## src/rtl/pattern_count_pkg.sv

```systemverilog
// pattern_count_pkg: shared state encoding, default addresses and match-count helper
package pattern_count_pkg;
  typedef enum logic [2:0] {IDLE, LOAD_PAT, SCAN, WR_B, WR_O, WR_S, DONE} pc_state_t;
  localparam int DEF_ADDR_W    = 8;
  localparam int DEF_STR_BYTES = 32;
  localparam int DEF_PAT_ADDR  = 32;
  localparam int DEF_OUT_ADDR  = 33;
  function automatic logic [2:0] popcount4(input logic [3:0] v);
    return 3'(v[0]) + 3'(v[1]) + 3'(v[2]) + 3'(v[3]);
  endfunction
endpackage

```

## src/rtl/pat_window_match.sv

```systemverilog
// pat_window_match: counts 5-bit pattern hits inside one byte and across its boundary with the previous byte
module pat_window_match
  import pattern_count_pkg::*;
(
  input  logic [4:0] pat,
  input  logic [7:0] cur,
  input  logic [3:0] prev,
  input  logic       prev_vld,
  output logic [2:0] in_cnt,
  output logic [2:0] cross_cnt
);
  // windows fully inside the byte, then windows straddling prev|cur
  always_comb begin
    in_cnt    = popcount4({cur[4:0] == pat, cur[5:1] == pat, cur[6:2] == pat, cur[7:3] == pat});
    cross_cnt = prev_vld ? popcount4({{prev[3:0], cur[7]} == pat, {prev[2:0], cur[7:6]} == pat,
                                      {prev[1:0], cur[7:5]} == pat, {prev[0], cur[7:4]} == pat}) : 3'd0;
  end
endmodule

```

## src/rtl/pattern_count_engine.sv

```systemverilog
// pattern_count_engine: bus-master that scans a message in data memory and writes three pattern counts back
module pattern_count_engine
  import pattern_count_pkg::*;
#(
  parameter int ADDR_W    = DEF_ADDR_W,
  parameter int STR_BYTES = DEF_STR_BYTES,
  parameter int PAT_ADDR  = DEF_PAT_ADDR,
  parameter int OUT_ADDR  = DEF_OUT_ADDR
) (
  input  logic              clk,
  input  logic              reset,
  input  logic              req,
  output logic              done,
  output logic              busy,
  output logic [ADDR_W-1:0] dm_addr,
  input  logic [7:0]        dm_rd_data,
  output logic              dm_wr_en,
  output logic [7:0]        dm_wr_data
);
  pc_state_t         state_q, state_d;
  logic [ADDR_W-1:0] idx_q, idx_d;
  logic [4:0]        pat_q, pat_d;
  logic [3:0]        prev_q, prev_d;
  logic [7:0]        ctb_q, ctb_d, cto_q, cto_d, cts_q, cts_d;
  logic [2:0]        in_cnt, cross_cnt;

  pat_window_match u_match (
    .pat      (pat_q),
    .cur      (dm_rd_data),
    .prev     (prev_q),
    .prev_vld (idx_q != '0),
    .in_cnt   (in_cnt),
    .cross_cnt(cross_cnt)
  );

  assign done = state_q == DONE;
  assign busy = state_q != IDLE && state_q != DONE;

  // sequencing, counter accumulation and memory bus drive
  always_comb begin
    state_d    = state_q;
    idx_d      = idx_q;
    pat_d      = pat_q;
    prev_d     = prev_q;
    ctb_d      = ctb_q;
    cto_d      = cto_q;
    cts_d      = cts_q;
    dm_addr    = '0;
    dm_wr_en   = 1'b0;
    dm_wr_data = '0;
    case (state_q)
      IDLE, DONE: if (req) begin
        state_d = LOAD_PAT;
        ctb_d   = '0;
        cto_d   = '0;
        cts_d   = '0;
        prev_d  = '0;
      end
      LOAD_PAT: begin
        dm_addr = ADDR_W'(PAT_ADDR);
        pat_d   = dm_rd_data[4:0];
        idx_d   = '0;
        state_d = SCAN;
      end
      SCAN: begin
        dm_addr = idx_q;
        ctb_d   = ctb_q + 8'(in_cnt);
        cto_d   = cto_q + 8'(in_cnt != 3'd0);
        cts_d   = cts_q + 8'(in_cnt) + 8'(cross_cnt);
        prev_d  = dm_rd_data[3:0];
        idx_d   = idx_q + 1'b1;
        state_d = idx_q == ADDR_W'(STR_BYTES - 1) ? WR_B : SCAN;
      end
      WR_B: begin
        dm_wr_en   = 1'b1;
        dm_addr    = ADDR_W'(OUT_ADDR);
        dm_wr_data = ctb_q;
        state_d    = WR_O;
      end
      WR_O: begin
        dm_wr_en   = 1'b1;
        dm_addr    = ADDR_W'(OUT_ADDR + 1);
        dm_wr_data = cto_q;
        state_d    = WR_S;
      end
      WR_S: begin
        dm_wr_en   = 1'b1;
        dm_addr    = ADDR_W'(OUT_ADDR + 2);
        dm_wr_data = cts_q;
        state_d    = DONE;
      end
      default: state_d = IDLE;
    endcase
  end

  // state and datapath registers, async clear returns to IDLE with zeroed counters
  always_ff @(posedge clk or posedge reset) begin
    if (reset) begin
      state_q <= IDLE;
      idx_q   <= '0;
      pat_q   <= '0;
      prev_q  <= '0;
      ctb_q   <= '0;
      cto_q   <= '0;
      cts_q   <= '0;
    end else begin
      state_q <= state_d;
      idx_q   <= idx_d;
      pat_q   <= pat_d;
      prev_q  <= prev_d;
      ctb_q   <= ctb_d;
      cto_q   <= cto_d;
      cts_q   <= cts_d;
    end
  end
endmodule

```

## config.mk

```make
export PLATFORM = sky130hd
export DESIGN_NAME = pattern_count_engine
export DESIGN_NICKNAME = d
export VERILOG_FILES = /design/src/rtl/pattern_count_pkg.sv /design/src/rtl/pat_window_match.sv /design/src/rtl/pattern_count_engine.sv
export SDC_FILE = /design/constraint.sdc
export NUM_CORES = 1
export LEC_CHECK = 0
export CORE_ASPECT_RATIO = 2
export CORE_MARGIN = 2
export CORE_UTILIZATION = 45
export DETAILED_ROUTE_END_ITERATION = 8
export GPL_TIMING_DRIVEN = 0
export PLACE_DENSITY = 0.74
export SYNTH_ARGS = -nofsm -noshare
export SYNTH_HDL_FRONTEND = slang
export SYNTH_HIERARCHICAL = 1
export SYNTH_SLANG_ARGS = --single-unit
export TNS_END_PERCENT = 50
```

## constraint.sdc

```tcl
create_clock -name clk -period 5.55 [get_ports clk]
set_input_delay 0.8325 -clock clk [delete_from_list [all_inputs] [get_ports clk]]
set_output_delay 0.8325 -clock clk [all_outputs]
set_load 0.1 [all_outputs]
```

==> results.sh, run 1 <==
export IMPL_ys_flop_type="dfrtp_1"
export IMPL_crit_path_max_fanout=6
export IMPL_dr_pass1_iters=6
export IMPL_start_util_pct=46.7
export IMPL_slew_viol_final=0
export IMPL_grt_pass1_wl_mm=13.2
export IMPL_synth_area_leaders="dfrtp_1 (34%), xnor2_1 (6.2%), xor2_1 (5.9%), ha_1 (5.8%), nand2_1 (5.7%)"
export IMPL_antenna_found_initial=0
export IMPL_worst_ep_arrival_time_ns=4.94
export IMPL_path_cells="clkdlybuf4s50_1, xnor2_1, nand3_1, nor3_2, fa_1, ha_1, ha_1, fa_1, ha_1, inv_1, fa_1, nor2b_1, o21a_1, nand4_1, mux2i_1"
export IMPL_crit_family="adder cells"
export IMPL_clockBufferDepth=2
export IMPL_end_kind="flop"
export IMPL_syn_nets=387
export IMPL_clk_latency_ns=0.29
export IMPL_gr_total_overflow=0
export IMPL_cts_setup_buffers=0
export IMPL_insertedDiodeCount=0
export IMPL_cts_root_buf="clkbuf_16"
export IMPL_start_kind="input pin"
export IMPL_worstHoldPathType="reg2reg"
export IMPL_synth_edf_count=0
export IMPL_powerDensity_nw_per_um2=501
export IMPL_syn_inst=354
export IMPL_synth_seq_cells=44
export IMPL_dp_hpwl_mm=5.85
export IMPL_synth_warnings=6
export IMPL_grtUsageMet1_pct=23.3
export IMPL_cts_resized=0
export IMPL_fin_crit_sh_pct=85.8
export IMPL_wl_per_cell_um=16.1
export IMPL_syn_avg_cell_area_um2=9.16
export IMPL_synth_cell_types=39
export IMPL_crit_required_ns=5.72
export IMPL_drive_gt1_share_pct=9.77
export IMPL_cts_hold_buf=0
export IMPL_max_vdd_ir_drop_uv=477
export IMPL_worstMarginPinSlew_ns=0.982
export IMPL_cts_tree="yes"
export IMPL_drt_total_wl_mm=7.73
export IMPL_numCtsBuffers=5
export IMPL_syn_cell_area_um2=3240
export IMPL_skew_ns=0.00417
export IMPL_fp_dieW_um=64.0
export IMPL_grt_pass1_vias=2770
export IMPL_final_min_clock_period_ns=4.76
export IMPL_hold_viol=0
export IMPL_power_total_w=0.00193
export IMPL_port_buffers=26
export IMPL_core_um2=6940
export IMPL_critPathKind="in2reg"
export IMPL_top_level_ports=30
export IMPL_cts_max_level=2
export IMPL_synth_top_cell_by_area="dfrtp_1"
export IMPL_vias=2647
export IMPL_via_per_inst=5.53
export IMPL_ant_nets=0
export IMPL_syn_to_final_growth_pct=18.7
export IMPL_cellLeakagePower_nw=1.76
export IMPL_fmax_ghz=0.210
export IMPL_slowest_stage="clkdlybuf4s50_1"
export IMPL_die_y_um=124
export IMPL_max_stage_delay_ns=0.65
export IMPL_synth_common_cells="nand2_1 (49), dfrtp_1 (44), nand3_1 (34)"
export IMPL_dp_slack_ns=0.550
export IMPL_fin_tns_setup_ns=0
export IMPL_clk_pin_slew_ns=0.06
export IMPL_worst_slack_ns=0.788
export IMPL_grt_max_degree=39
export IMPL_gr_usage_all_layers_pct=21.7
export IMPL_die_area_um2=7940
export IMPL_status="finished clean"
export IMPL_max_cap_violations=0
export IMPL_routabilityCongestion=0.921
export IMPL_rsz0062_at_grt="false"
export IMPL_setup_viol=0
export IMPL_clock_sinks=44
export IMPL_num_rows=43
export IMPL_timing_max_slew_rel_slack_pct=34.3
export IMPL_final_nets=421
export IMPL_drtIter0Drc=141
export IMPL_use_met3_pct=2.17
export IMPL_yosysSeqAreaShare_pct=34.0
export IMPL_async_flop_share_pct=100
export IMPL_grt_busiest_layer="met2"
export IMPL_crit_buf_inv=2
export IMPL_use_met2_pct=40.9
export IMPL_drc=0
export IMPL_synth_top_area_share_pct=34.0
export IMPL_synth_most_common_cell="nand2_1"
-- state kept, by name (all words and copies together) (netlist names) --
signal   count
ctb_q        8
cto_q        8
cts_q        8
idx_q        8
pat_q        5
prev_q       4
state_q      3
-- cell type report --
class,count,area [µm²]
fillers,599,3090
multi-input cells,276,1930
flip-flops and latches,44,1100
repair buffers,27,280
plain buffers,23,166
clock buffers,5,125
well taps,90,113
clock inverters,3,90.1
inverters,11,41.3
-- placed cells by master, fill, tap and decap left out, drive strengths merged, types with 2 or more instances in the layout --
cell           netlist  layout
a21o                 2       2
a21oi                9       9
a22o                 3       3
a31oi                4       4
and2                 8       8
and3                 4       4
buf                 14      15
bufinv               0       3
clkbuf               9      14
clkdlybuf4s50        0      26
dfrtp               44      44
fa                   7       7
ha                  15      15
inv                 11      11
mux2                 5       5
mux2i               15      15
nand2               49      49
nand2b               2       2
nand3               34      34
nand4                3       3
nor2                 9       9
nor2b                3       3
nor3                11      11
nor3b                2       2
o211ai               4       4
o21ai               32      32
o31ai                3       3
xnor2               23      23
xor2                22      22
-- per-layer routing --
layer | share of wire (%) | wire length, µm
met5 | 0 | 0
met4 | 3.6 | 276
met3 | 3.8 | 297
met2 | 56 | 4350
met1 | 36 | 2810
-- worst paths after layout --
kind / start / to / slack (ns) / cells past startpoint
max: dm_rd_data[3] / cts_q[7]$_DFFE_PP0P_ / 0.79 / 15
min: ctb_q[7]$_DFFE_PP0P_ / ctb_q[7]$_DFFE_PP0P_ / 0.48 / 1
max reg2reg: pat_q[4]$_DFFE_PP0P_ / cts_q[7]$_DFFE_PP0P_ / 1.43 / 15
min reg2reg: ctb_q[7]$_DFFE_PP0P_ / ctb_q[7]$_DFFE_PP0P_ / 0.48 / 1
max in group asynchronous: reset / cts_q[4]$_DFFE_PP0P_ / 4.36 / 3
min in group asynchronous: reset / idx_q[4]$_DFFE_PP0P_ / 0.75 / 2
-- per-stage QoR --
| stage | instances | hold slack [ns] | util (%) | area (µm²) |
|---|---|---|---|---|
| 2_1_floorplan | 354 | 0.444 | - | 3240 |
| 3_3_place_gp | 470 | 0.463 | 52.1 | 3620 |
| 3_5_place_dp | 471 | 0.476 | 52.4 | 3640 |
| 4_1_cts | 479 | 0.482 | 55.5 | 3850 |
| 5_1_grt | 479 | 0.520 | 55.5 | 3850 |
| 6_report | 479 | 0.484 | 55.5 | 3850 |
-- power breakdown --
part | internal [W] | leakage (nW) | switching (W) | total (W)
registers | 0.000385 | 0.592 | 0.0000670 | 0.000452
logic | 0.000359 | 1.06 | 0.000688 | 0.00105
clock network | 0.000303 | 0.104 | 0.000128 | 0.000431
-- cell families after synthesis --
group,count (synthesis),synth area share (%)
simple gates,131,20.8
compound gates,58,10.2
flops,44,34.0
mux,20,6.37
xor+xnor,45,12.2
fa+ha+maj,22,10.1
buf+inv,34,6.40
No activity file was read; power rests on OpenSTA's default activity.
==> inputs of run 2 (changes only) <==
--- a/config.mk
+++ b/config.mk
@@ -11,6 +11,7 @@
 export DETAILED_ROUTE_END_ITERATION = 8
 export GPL_TIMING_DRIVEN = 0
 export PLACE_DENSITY = 0.74
+export SLEW_MARGIN = 15
 export SYNTH_ARGS = -nofsm -noshare
 export SYNTH_HDL_FRONTEND = slang
 export SYNTH_HIERARCHICAL = 1
==> results.sh, run 2 (synthesized netlist as in run 1, its figures left out) <==
export IMPL_crit_path_max_fanout=6
export IMPL_grt_pass1_wl_mm=13.3
export IMPL_cts_tree="yes"
export IMPL_num_rows=43
export IMPL_crit_required_ns=5.72
export IMPL_top_level_ports=30
export IMPL_die_area_um2=7940
export IMPL_clockBufferDepth=2
export IMPL_cp_depth=15
export IMPL_cts_root_buf="clkbuf_16"
export IMPL_fmax_ghz=0.211
export IMPL_cellLeakagePower_nw=1.73
export IMPL_clk_latency_ns=0.29
export IMPL_fin_tns_setup_ns=0
export IMPL_vias=2635
export IMPL_drc=0
export IMPL_most_common_layout_cells="nand2_1 (49), dfrtp_1 (44), nand3_1 (34), o21ai_0 (32), clkdlybuf4s50_1 (26)"
export IMPL_dp_hpwl_mm=5.88
export IMPL_timing_max_slew_rel_slack_pct=34.3
export IMPL_reg2regPathDepth=17
export IMPL_antenna_found_initial=0
export IMPL_grt_max_degree=35
export IMPL_max_vdd_ir_drop_uv=504
export IMPL_cts_hold_buf=0
export IMPL_skew_ns=0.00653
export IMPL_critPathKind="in2reg"
export IMPL_port_buffers=26
export IMPL_start_kind="input pin"
export IMPL_routabilityCongestion=0.921
export IMPL_slowest_stage="clkdlybuf4s50_1"
export IMPL_start_util_pct=46.7
export IMPL_crit_reg2reg_launch="pat_q[3]$_DFFE_PP0P_"
export IMPL_numCtsBuffers=5
export IMPL_final_min_clock_period_ns=4.73
export IMPL_cts_setup_buffers=0
export IMPL_worst_ep_arrival_time_ns=4.90
export IMPL_gr_usage_all_layers_pct=21.6
export IMPL_via_per_inst=5.50
export IMPL_final_common_cell="nand2_1"
export IMPL_fin_crit_sh_pct=85.3
export IMPL_wl_per_cell_um=16.2
export IMPL_drive_gt1_share_pct=9.77
export IMPL_worstHoldPathType="reg2reg"
export IMPL_cts_max_level=2
export IMPL_dp_slack_ns=0.561
export IMPL_min_delay_start="cts_q[7]$_DFFE_PP0P_"
export IMPL_drtIter0Drc=90
export IMPL_clock_sinks=44
export IMPL_whs_path_depth=1
export IMPL_filler_cell_count=594
export IMPL_worst_slack_ns=0.818
export IMPL_status="finished clean"
export IMPL_grt_pass1_vias=2842
export IMPL_max_stage_delay_ns=0.66
export IMPL_crit_family="adder cells"
export IMPL_startpoint="dm_rd_data[3]"
export IMPL_drt_total_wl_mm=7.74
export IMPL_end_kind="flop"
export IMPL_crit_buf_inv=2
export IMPL_cts_resized=0
export IMPL_dr_pass1_iters=4
export IMPL_die_y_um=124
export IMPL_insertedDiodeCount=0
export IMPL_clk_pin_slew_ns=0.06
export IMPL_gr_total_overflow=0
export IMPL_path_cells="clkdlybuf4s50_1, xnor2_1, nand3_1, nor3_2, fa_1, ha_1, ha_1, fa_1, ha_1, inv_1, fa_1, nor2b_1, o21a_1, nand4_1, mux2i_1"
export IMPL_rsz0062_at_grt="false"
export IMPL_setup_viol=0
export IMPL_ant_nets=0
export IMPL_fp_dieW_um=64.0
export IMPL_slew_viol_final=0
export IMPL_syn_to_final_growth_pct=16.7
export IMPL_hold_viol=0
export IMPL_max_cap_violations=0
export IMPL_core_um2=6940
export IMPL_final_nets=421
export IMPL_powerDensity_nw_per_um2=476
export IMPL_worstMarginPinSlew_ns=0.983
-- run 2: cell types whose count changed in the layout (fill, tap and decap cells not counted), sizes merged --
| cell | before | now |
|---|---|---|
| bufinv | 3 | 0 |
| clkbuf | 14 | 15 |
| clkinv | 0 | 2 |
-- run 2: through the flow --
stage | hold WS (ns) | area (µm²) | util (%) | cells | total power, W
floorplan | 0.444 | 3240 | - | 354 | 0.00126
global placement | 0.463 | 3620 | 52.1 | 470 | 0.00147
detailed placement | 0.476 | 3640 | 52.4 | 471 | 0.00150
CTS | 0.483 | 3780 | 54.5 | 479 | 0.00181
global route | 0.524 | 3780 | 54.5 | 479 | 0.00192
finish | 0.484 | 3780 | 54.5 | 479 | 0.00180
-- run 2: cell type report --
class	instances	area, µm²	share of cell area (%)
clock inverter	2	10.0	0.264
tap	90	113	2.98
multi-input combinational	276	1930	51.1
timing repair buffer	27	280	7.40
inverter	11	41.3	1.09
sequential	44	1100	29.1
buffer	23	166	4.40
clock buffer	6	139	3.67
-- run 2: path summary, 6_finish.rpt --
check,slack (ns),to
worst max register to register,1.48,cts_q[7]$_DFFE_PP0P_
min in group asynchronous,0.78,idx_q[2]$_DFFE_PP0P_
max in group asynchronous,4.30,cts_q[6]$_DFFE_PP0P_
worst min-delay path,0.48,cts_q[7]$_DFFE_PP0P_
worst max-delay path,0.82,cts_q[7]$_DFFE_PP0P_
worst min register to register,0.48,cts_q[7]$_DFFE_PP0P_
-- run 2: report_power, final --
group | switching (W) | internal [W] | leakage (nW) | total [W]
clock network | 0.000124 | 0.000177 | 0.0766 | 0.000301
logic | 0.000687 | 0.000361 | 1.06 | 0.00105
registers | 0.0000675 | 0.000385 | 0.592 | 0.000452
-- run 2: layer usage --
layer | vias to the layer above | track usage (%) | share of wire, %
met2 | 67 | 42.6 | 56
li1 | 1277 | - | -
met3 | 26 | 2.80 | 3.2
met4 | 0 | 12.0 | 4.4
met5 | - | 0 | 0
met1 | 1265 | 21.0 | 36
==> inputs of run 3 (changes only) <==
--- a/config.mk
+++ b/config.mk
@@ -5,6 +5,7 @@
 export SDC_FILE = /design/constraint.sdc
 export NUM_CORES = 1
 export LEC_CHECK = 0
+export ABC_CLOCK_PERIOD_IN_PS = 5550
 export CORE_ASPECT_RATIO = 2
 export CORE_MARGIN = 2
 export CORE_UTILIZATION = 45
@@ -16,4 +17,4 @@
 export SYNTH_HDL_FRONTEND = slang
 export SYNTH_HIERARCHICAL = 1
 export SYNTH_SLANG_ARGS = --single-unit
-export TNS_END_PERCENT = 50
+export TNS_END_PERCENT = 20
==> results of run 3 <==
Same layout as run 2: the final DEF is identical, and so are final timing and power.
